### config.mk
export PLATFORM = sky130hd
export DESIGN_NAME = riscv_core_mul_div_issue
export DESIGN_NICKNAME = d
export VERILOG_FILES = /design/src/rtl/riscv_core_mul_div_issue.sv
export SDC_FILE = /design/constraint.sdc
export NUM_CORES = 1
export LEC_CHECK = 0
export ABC_CLOCK_PERIOD_IN_PS = 2250
export CORE_AREA = 4 4 159 161
export CTS_CLUSTER_SIZE = 30
export DETAILED_ROUTE_END_ITERATION = 7
export DIE_AREA = 0 0 163 165
export GPL_TIMING_DRIVEN = 0
export PLACE_DENSITY = 0.69
export SLEW_MARGIN = 20
export SYNTH_ARGS = -nofsm -noshare
export SYNTH_HDL_FRONTEND = slang
export SYNTH_SLANG_ARGS = --single-unit
### constraint.sdc
create_clock -name i_mdi_clk -period 2.25 [get_ports i_mdi_clk]
set_input_delay 0.45 -clock i_mdi_clk [delete_from_list [all_inputs] [get_ports i_mdi_clk]]
set_output_delay 0.45 -clock i_mdi_clk [all_outputs]
set_load 0.02 [all_outputs]
### src/rtl/riscv_core_mul_div_issue.sv
// -----------------------------------------------------------------------------
// riscv_core_mul_div_issue
//
// Requester side of the M-extension unit interface. An op from execute is
// accepted in IDLE, its operands are registered and presented to the mul/div
// unit, and the pipeline is stalled until the result is back. Multiplies
// complete one cycle after issue. Divides complete when the unit raises done,
// or are aborted by a watchdog. A completed op produces a one-cycle writeback
// strobe.
//
// Ports
//   i_mdi_clk, i_mdi_rst      clock, synchronous active-high reset
//   i_mdi_valid               execute holds a mul/div op
//   i_mdi_srcA/srcB           operands (XLEN)
//   i_mdi_control[3:0]        [2]=1 divide/rem, [2]=0 multiply; [1:0] op select
//   i_mdi_isword              *W variant (result sign-extended from bit 31)
//   i_mdi_rd                  destination register
//   i_mdi_flush               kill the in-flight op
//   o_mdi_unit_*              request enable and registered operands to the unit
//   i_mdi_unit_done           divide complete (looked at only while dividing)
//   i_mdi_unit_result         unit result
//   o_mdi_stall               hold IF/ID/EX
//   o_mdi_wb_valid/rd/data    one-cycle writeback; rd/data hold between strobes
//   o_mdi_err                 one-cycle divide-timeout pulse
// -----------------------------------------------------------------------------
module riscv_core_mul_div_issue #(
  parameter int XLEN        = 64,
  parameter int DIV_TIMEOUT = 127
) (
  input  logic            i_mdi_clk,
  input  logic            i_mdi_rst,
  input  logic            i_mdi_valid,
  input  logic [XLEN-1:0] i_mdi_srcA,
  input  logic [XLEN-1:0] i_mdi_srcB,
  input  logic [3:0]      i_mdi_control,
  input  logic            i_mdi_isword,
  input  logic [4:0]      i_mdi_rd,
  input  logic            i_mdi_flush,
  output logic            o_mdi_unit_en,
  output logic [XLEN-1:0] o_mdi_unit_srcA,
  output logic [XLEN-1:0] o_mdi_unit_srcB,
  output logic [3:0]      o_mdi_unit_control,
  output logic            o_mdi_unit_isword,
  input  logic            i_mdi_unit_done,
  input  logic [XLEN-1:0] i_mdi_unit_result,
  output logic            o_mdi_stall,
  output logic            o_mdi_wb_valid,
  output logic [4:0]      o_mdi_wb_rd,
  output logic [XLEN-1:0] o_mdi_wb_data,
  output logic            o_mdi_err
);

  localparam int CNT_W = $clog2(DIV_TIMEOUT + 1);

  typedef enum logic [1:0] {
    S_IDLE = 2'd0,
    S_MUL  = 2'd1,
    S_DIV  = 2'd2,
    S_WB   = 2'd3
  } state_t;

  state_t            state_q,   state_d;
  logic [XLEN-1:0]   src_a_q,   src_a_d;
  logic [XLEN-1:0]   src_b_q,   src_b_d;
  logic [3:0]        ctrl_q,    ctrl_d;
  logic              isword_q,  isword_d;
  logic [4:0]        rd_q,      rd_d;
  logic [CNT_W-1:0]  cnt_q,     cnt_d;
  logic [XLEN-1:0]   wb_data_q, wb_data_d;
  logic [4:0]        wb_rd_q,   wb_rd_d;
  logic              err_q,     err_d;
  logic              accept;

  // Word ops always return a sign-extended 32-bit value, whatever the unit
  // put in the upper half.
  function automatic logic [XLEN-1:0] word_ext(input logic [XLEN-1:0] res,
                                               input logic            isword);
    word_ext = isword ? {{(XLEN-32){res[31]}}, res[31:0]} : res;
  endfunction

  assign accept = (state_q == S_IDLE) && i_mdi_valid && !i_mdi_flush;

  always_comb begin
    state_d   = state_q;
    src_a_d   = src_a_q;
    src_b_d   = src_b_q;
    ctrl_d    = ctrl_q;
    isword_d  = isword_q;
    rd_d      = rd_q;
    cnt_d     = cnt_q;
    wb_data_d = wb_data_q;
    wb_rd_d   = wb_rd_q;
    err_d     = 1'b0;
    unique case (state_q)
      S_IDLE: begin
        if (accept) begin
          src_a_d  = i_mdi_srcA;
          src_b_d  = i_mdi_srcB;
          ctrl_d   = i_mdi_control;
          isword_d = i_mdi_isword;
          rd_d     = i_mdi_rd;
          cnt_d    = '0;
          state_d  = i_mdi_control[2] ? S_DIV : S_MUL;
        end
      end
      S_MUL: begin
        if (i_mdi_flush) begin
          state_d = S_IDLE;
        end else begin
          wb_data_d = word_ext(i_mdi_unit_result, isword_q);
          wb_rd_d   = rd_q;
          state_d   = S_WB;
        end
      end
      S_DIV: begin
        cnt_d = cnt_q + CNT_W'(1);
        // Flush beats a same-cycle done; done beats the watchdog. cnt_q is
        // the number of DIV cycles already spent, so the abort fires at the
        // end of the DIV_TIMEOUT-th one.
        if (i_mdi_flush) begin
          state_d = S_IDLE;
        end else if (i_mdi_unit_done) begin
          wb_data_d = word_ext(i_mdi_unit_result, isword_q);
          wb_rd_d   = rd_q;
          state_d   = S_WB;
        end else if (cnt_q == CNT_W'(DIV_TIMEOUT - 1)) begin
          err_d   = 1'b1;
          state_d = S_IDLE;
        end
      end
      S_WB: begin
        state_d = S_IDLE;
      end
      default: begin
        state_d = S_IDLE;
      end
    endcase
  end

  always_ff @(posedge i_mdi_clk) begin
    if (i_mdi_rst) begin
      state_q   <= S_IDLE;
      src_a_q   <= '0;
      src_b_q   <= '0;
      ctrl_q    <= '0;
      isword_q  <= 1'b0;
      rd_q      <= '0;
      cnt_q     <= '0;
      wb_data_q <= '0;
      wb_rd_q   <= '0;
      err_q     <= 1'b0;
    end else begin
      state_q   <= state_d;
      src_a_q   <= src_a_d;
      src_b_q   <= src_b_d;
      ctrl_q    <= ctrl_d;
      isword_q  <= isword_d;
      rd_q      <= rd_d;
      cnt_q     <= cnt_d;
      wb_data_q <= wb_data_d;
      wb_rd_q   <= wb_rd_d;
      err_q     <= err_d;
    end
  end

  // Enable is high only while an op is outstanding, so every op gives the
  // unit exactly one rising edge. Stall drops in WB so the EX op retires.
  assign o_mdi_unit_en      = (state_q == S_MUL) || (state_q == S_DIV);
  assign o_mdi_stall        = accept || (state_q == S_MUL) || (state_q == S_DIV);
  assign o_mdi_unit_srcA    = src_a_q;
  assign o_mdi_unit_srcB    = src_b_q;
  assign o_mdi_unit_control = ctrl_q;
  assign o_mdi_unit_isword  = isword_q;
  assign o_mdi_wb_valid     = (state_q == S_WB);
  assign o_mdi_wb_rd        = wb_rd_q;
  assign o_mdi_wb_data      = wb_data_q;
  assign o_mdi_err          = err_q;

endmodule
==> results.yml <==
global_route:
  overflow: 0
  grt_start_max_net_pins: 19
  grt.busiest_layer: "met2"
  use_met3_pct: 7.212
  antenna_found_initial: 0
  grt_util_met2_pct: 35.45
  grtUsageTotal_pct: 20.56
  grt_pass1_vias: 8000
  use_met1_pct: 24.15
  grt_pass1_wl_mm: 44.10
floorplanning:
  die_height_um: 165
  start_util_pct: 33.12
  dieArea_um2: 26900
  pin_count: 413
  die_w_um: 163
  core-area_um2: 23960
  placementRows: 57
drt:
  wl_mm: 29.78
  drt_iter0_markers: 421
  wire_per_inst_um: 16.94
  dr.pass1.iters: 4
  drc_errors: 0
  num_vias: 8299
  antenna_left: 0
  viasPerCell: 4.721
power:
  p_leak_nw: 4.801
  peakVddDrop_uv: 588.1
  fin_total_pwr_mw: 13.74
  powerDensity_nw_per_um2: 1025
cts:
  cts_hold_buf: 0
  cts_num_sinks: 217
  cts_tree: "done"
  root_buffer: "clkbuf_16"
  cts_buffers: 26
  clock_path_buffers: 3
  htreeDepth: 1
  insertion_delay_ps: 520
  path_clk_slew_ps: 60
layout:
  drive_gt1_share_pct: 6.346
  area_growth_pct: 68.85
  nNetsFinal: 1629
  final_cell_mix: "408 x clkdlybuf4s50_1, 353 x nand2_1, 215 x dfxtp_1"
  diodes: 0
  layout_commonest_cell: "clkdlybuf4s50_1"
placement:
  dp_worst_setup_slack_ps: -685.4
  hpwlAfterDp_mm: 22.20
  port-buffer-count: 411
  routabilityCongestion: 0.8096
setup_path:
  required_ps: 1800
  r2r_cells: 8
  critical_path_class: "reg2out"
  cpMaxStageDelayCell: "dfxtp_2"
  cp_max_fo: 3
  end_kind: "output port"
  cp-start-kind: "flop"
  arrival_ps: 1760
  worstPathCellList: "inv_2 -> ha_4 -> and3b_1 -> or3_4 -> buf_6"
  crit_path_max_incr_delay_ps: 340
yosys:
  syn-num-nets: 1189
  avgSynthCellArea_um2: 8.140
  yosysUniqueCellTypes: 34
  ys_seq_elements: 217
  seq_area_frac_synth_pct: 54.74
  yosys_warnings: 0
  syn_inst: 975
  synthesis.area_um2: 7936
sta:
  finalCriticalPeriod_ps: 2210
  drv_slew: 0
  hold_violations: 0
  timing.final.ws_setup_ps: 39.77
  setup_viol: 0
  max_freq_ghz: 0.4524
  final.period_utilization_pct: 98.23
  clock_skew_ps: 10.24
  worst_pin_slew_ps: 812.8
  slew_headroom_pct: 45.81
  rsz0062_at_grt: "yes"
min_path:
  min_path_cells: 3
  hold_class: "in2reg"
status:
  outcome: "complete, no violations"
run:
  drv_cap: 0
## cell families after synthesis
family | count (synthesis) | synth area share, %
AND/OR/NAND/NOR | 441 | 22.39
AO/OA/AOI/OAI | 222 | 15.92
flip-flops | 217 | 54.74
buffers and inverters | 82 | 5.171
adder cells (fa/ha/maj) | 7 | 1.104
XOR/XNOR | 5 | 0.5518
multiplexers | 1 | 0.1261
## power breakdown
part	internal (mW)	switching [mW]
Clock	2.72	1.67
Sequential	4.45	0.320
Combinational	2.07	2.51
Total	9.24	4.50
## critical path, delay by kind of cell, from the launching register on
family | cells | cell delay, ps
and+or+nand+nor | 2 | 550
DFF | 1 | 340
buffers and inverters | 2 | 200
adders and majority gates | 1 | 160
## per-layer routing
layer,part of all wire [%],up-vias
li1,-,4091
met1,39,3815
met2,48,343
met3,10,50
met4,2.7,0
met5,0,-
## metrics by stage
stage                     hold slack [ps]  std cells  TNS (ps)  util (%)  area (µm²)
after floorplan                     432.1        975         0         -        7936
after global routing                447.7       1758    -20.37     55.92       13400
after detailed placement            444.3       1710     -9378     51.98       12460
after CTS                           441.8       1760    -65.41     55.91       13400
after global placement              438.5       1710     -8119     51.98       12460
final                               446.9       1758         0     55.92       13400
## flip-flops by register name (all words and copies together), names as in the netlist
register	flops
o_mdi_unit_srcA	64
o_mdi_unit_srcB	64
o_mdi_wb_data	64
cnt_q	7
o_mdi_wb_rd	5
rd_q	5
o_mdi_unit_control	4
state_q	2
o_mdi_err	1
o_mdi_unit_isword	1
## Yosys cell counts
cell type / n / area, µm²
nand3b_1: 1 / 7.510
and3b_1: 1 / 8.760
o21bai_1: 1 / 7.510
buf_2: 16 / 80.08
a32oi_1: 1 / 8.760
buf_6: 3 / 33.78
and3_1: 1 / 6.260
or3_1: 1 / 6.260
nand2b_1: 33 / 206.5
a311oi_1: 32 / 280.3
dfxtp_1: 217 / 4344
mux2i_1: 1 / 10.01
inv_1: 5 / 18.77
a2111oi_0: 2 / 17.52
and4_1: 1 / 8.760
or2_2: 1 / 6.260
or3b_1: 1 / 8.760
a31o_2: 1 / 8.760
buf_4: 16 / 120.1
nor2b_1: 1 / 6.260
a21oi_1: 179 / 895.9
nor3_1: 4 / 20.02
clkbuf_1: 38 / 142.6
o211ai_1: 1 / 7.510
buf_1: 4 / 15.01
a31oi_1: 1 / 6.260
nand3_1: 2 / 10.01
xor2_1: 5 / 43.79
and2_1: 1 / 6.260
nand2_1: 353 / 1325
ha_1: 7 / 87.58
nor2_1: 40 / 150.1
o21ai_0: 1 / 5.000
o2111ai_1: 3 / 26.28
## path summary, 6_finish.rpt
check                           slack (ps)             start                  end
worst min-delay path                   450       i_mdi_flush            o_mdi_err
worst max register to register         270        state_q[1]  o_mdi_unit_srcB[62]
worst max-delay path                    40        state_q[1]          o_mdi_stall
worst min register to register         450  o_mdi_wb_data[4]     o_mdi_wb_data[4]
## final cells by class
class | instances | area, µm²
fillers | 2255 | 10560
clock buffers | 36 | 769.5
plain buffers | 74 | 375.4
clock inverters | 11 | 136.4
multi-input cells | 676 | 3202
inverters | 5 | 18.77
repair buffers | 415 | 4146
flip-flops and latches | 217 | 4347
well taps | 324 | 405.4
## repair_timing
item                       CTS  global route
pin swaps                    1             0
setup endpoints to repair    2            11
resized for setup           12             7
buffers inserted             4             0
Note: power is estimated with default switching activity, not from simulation.
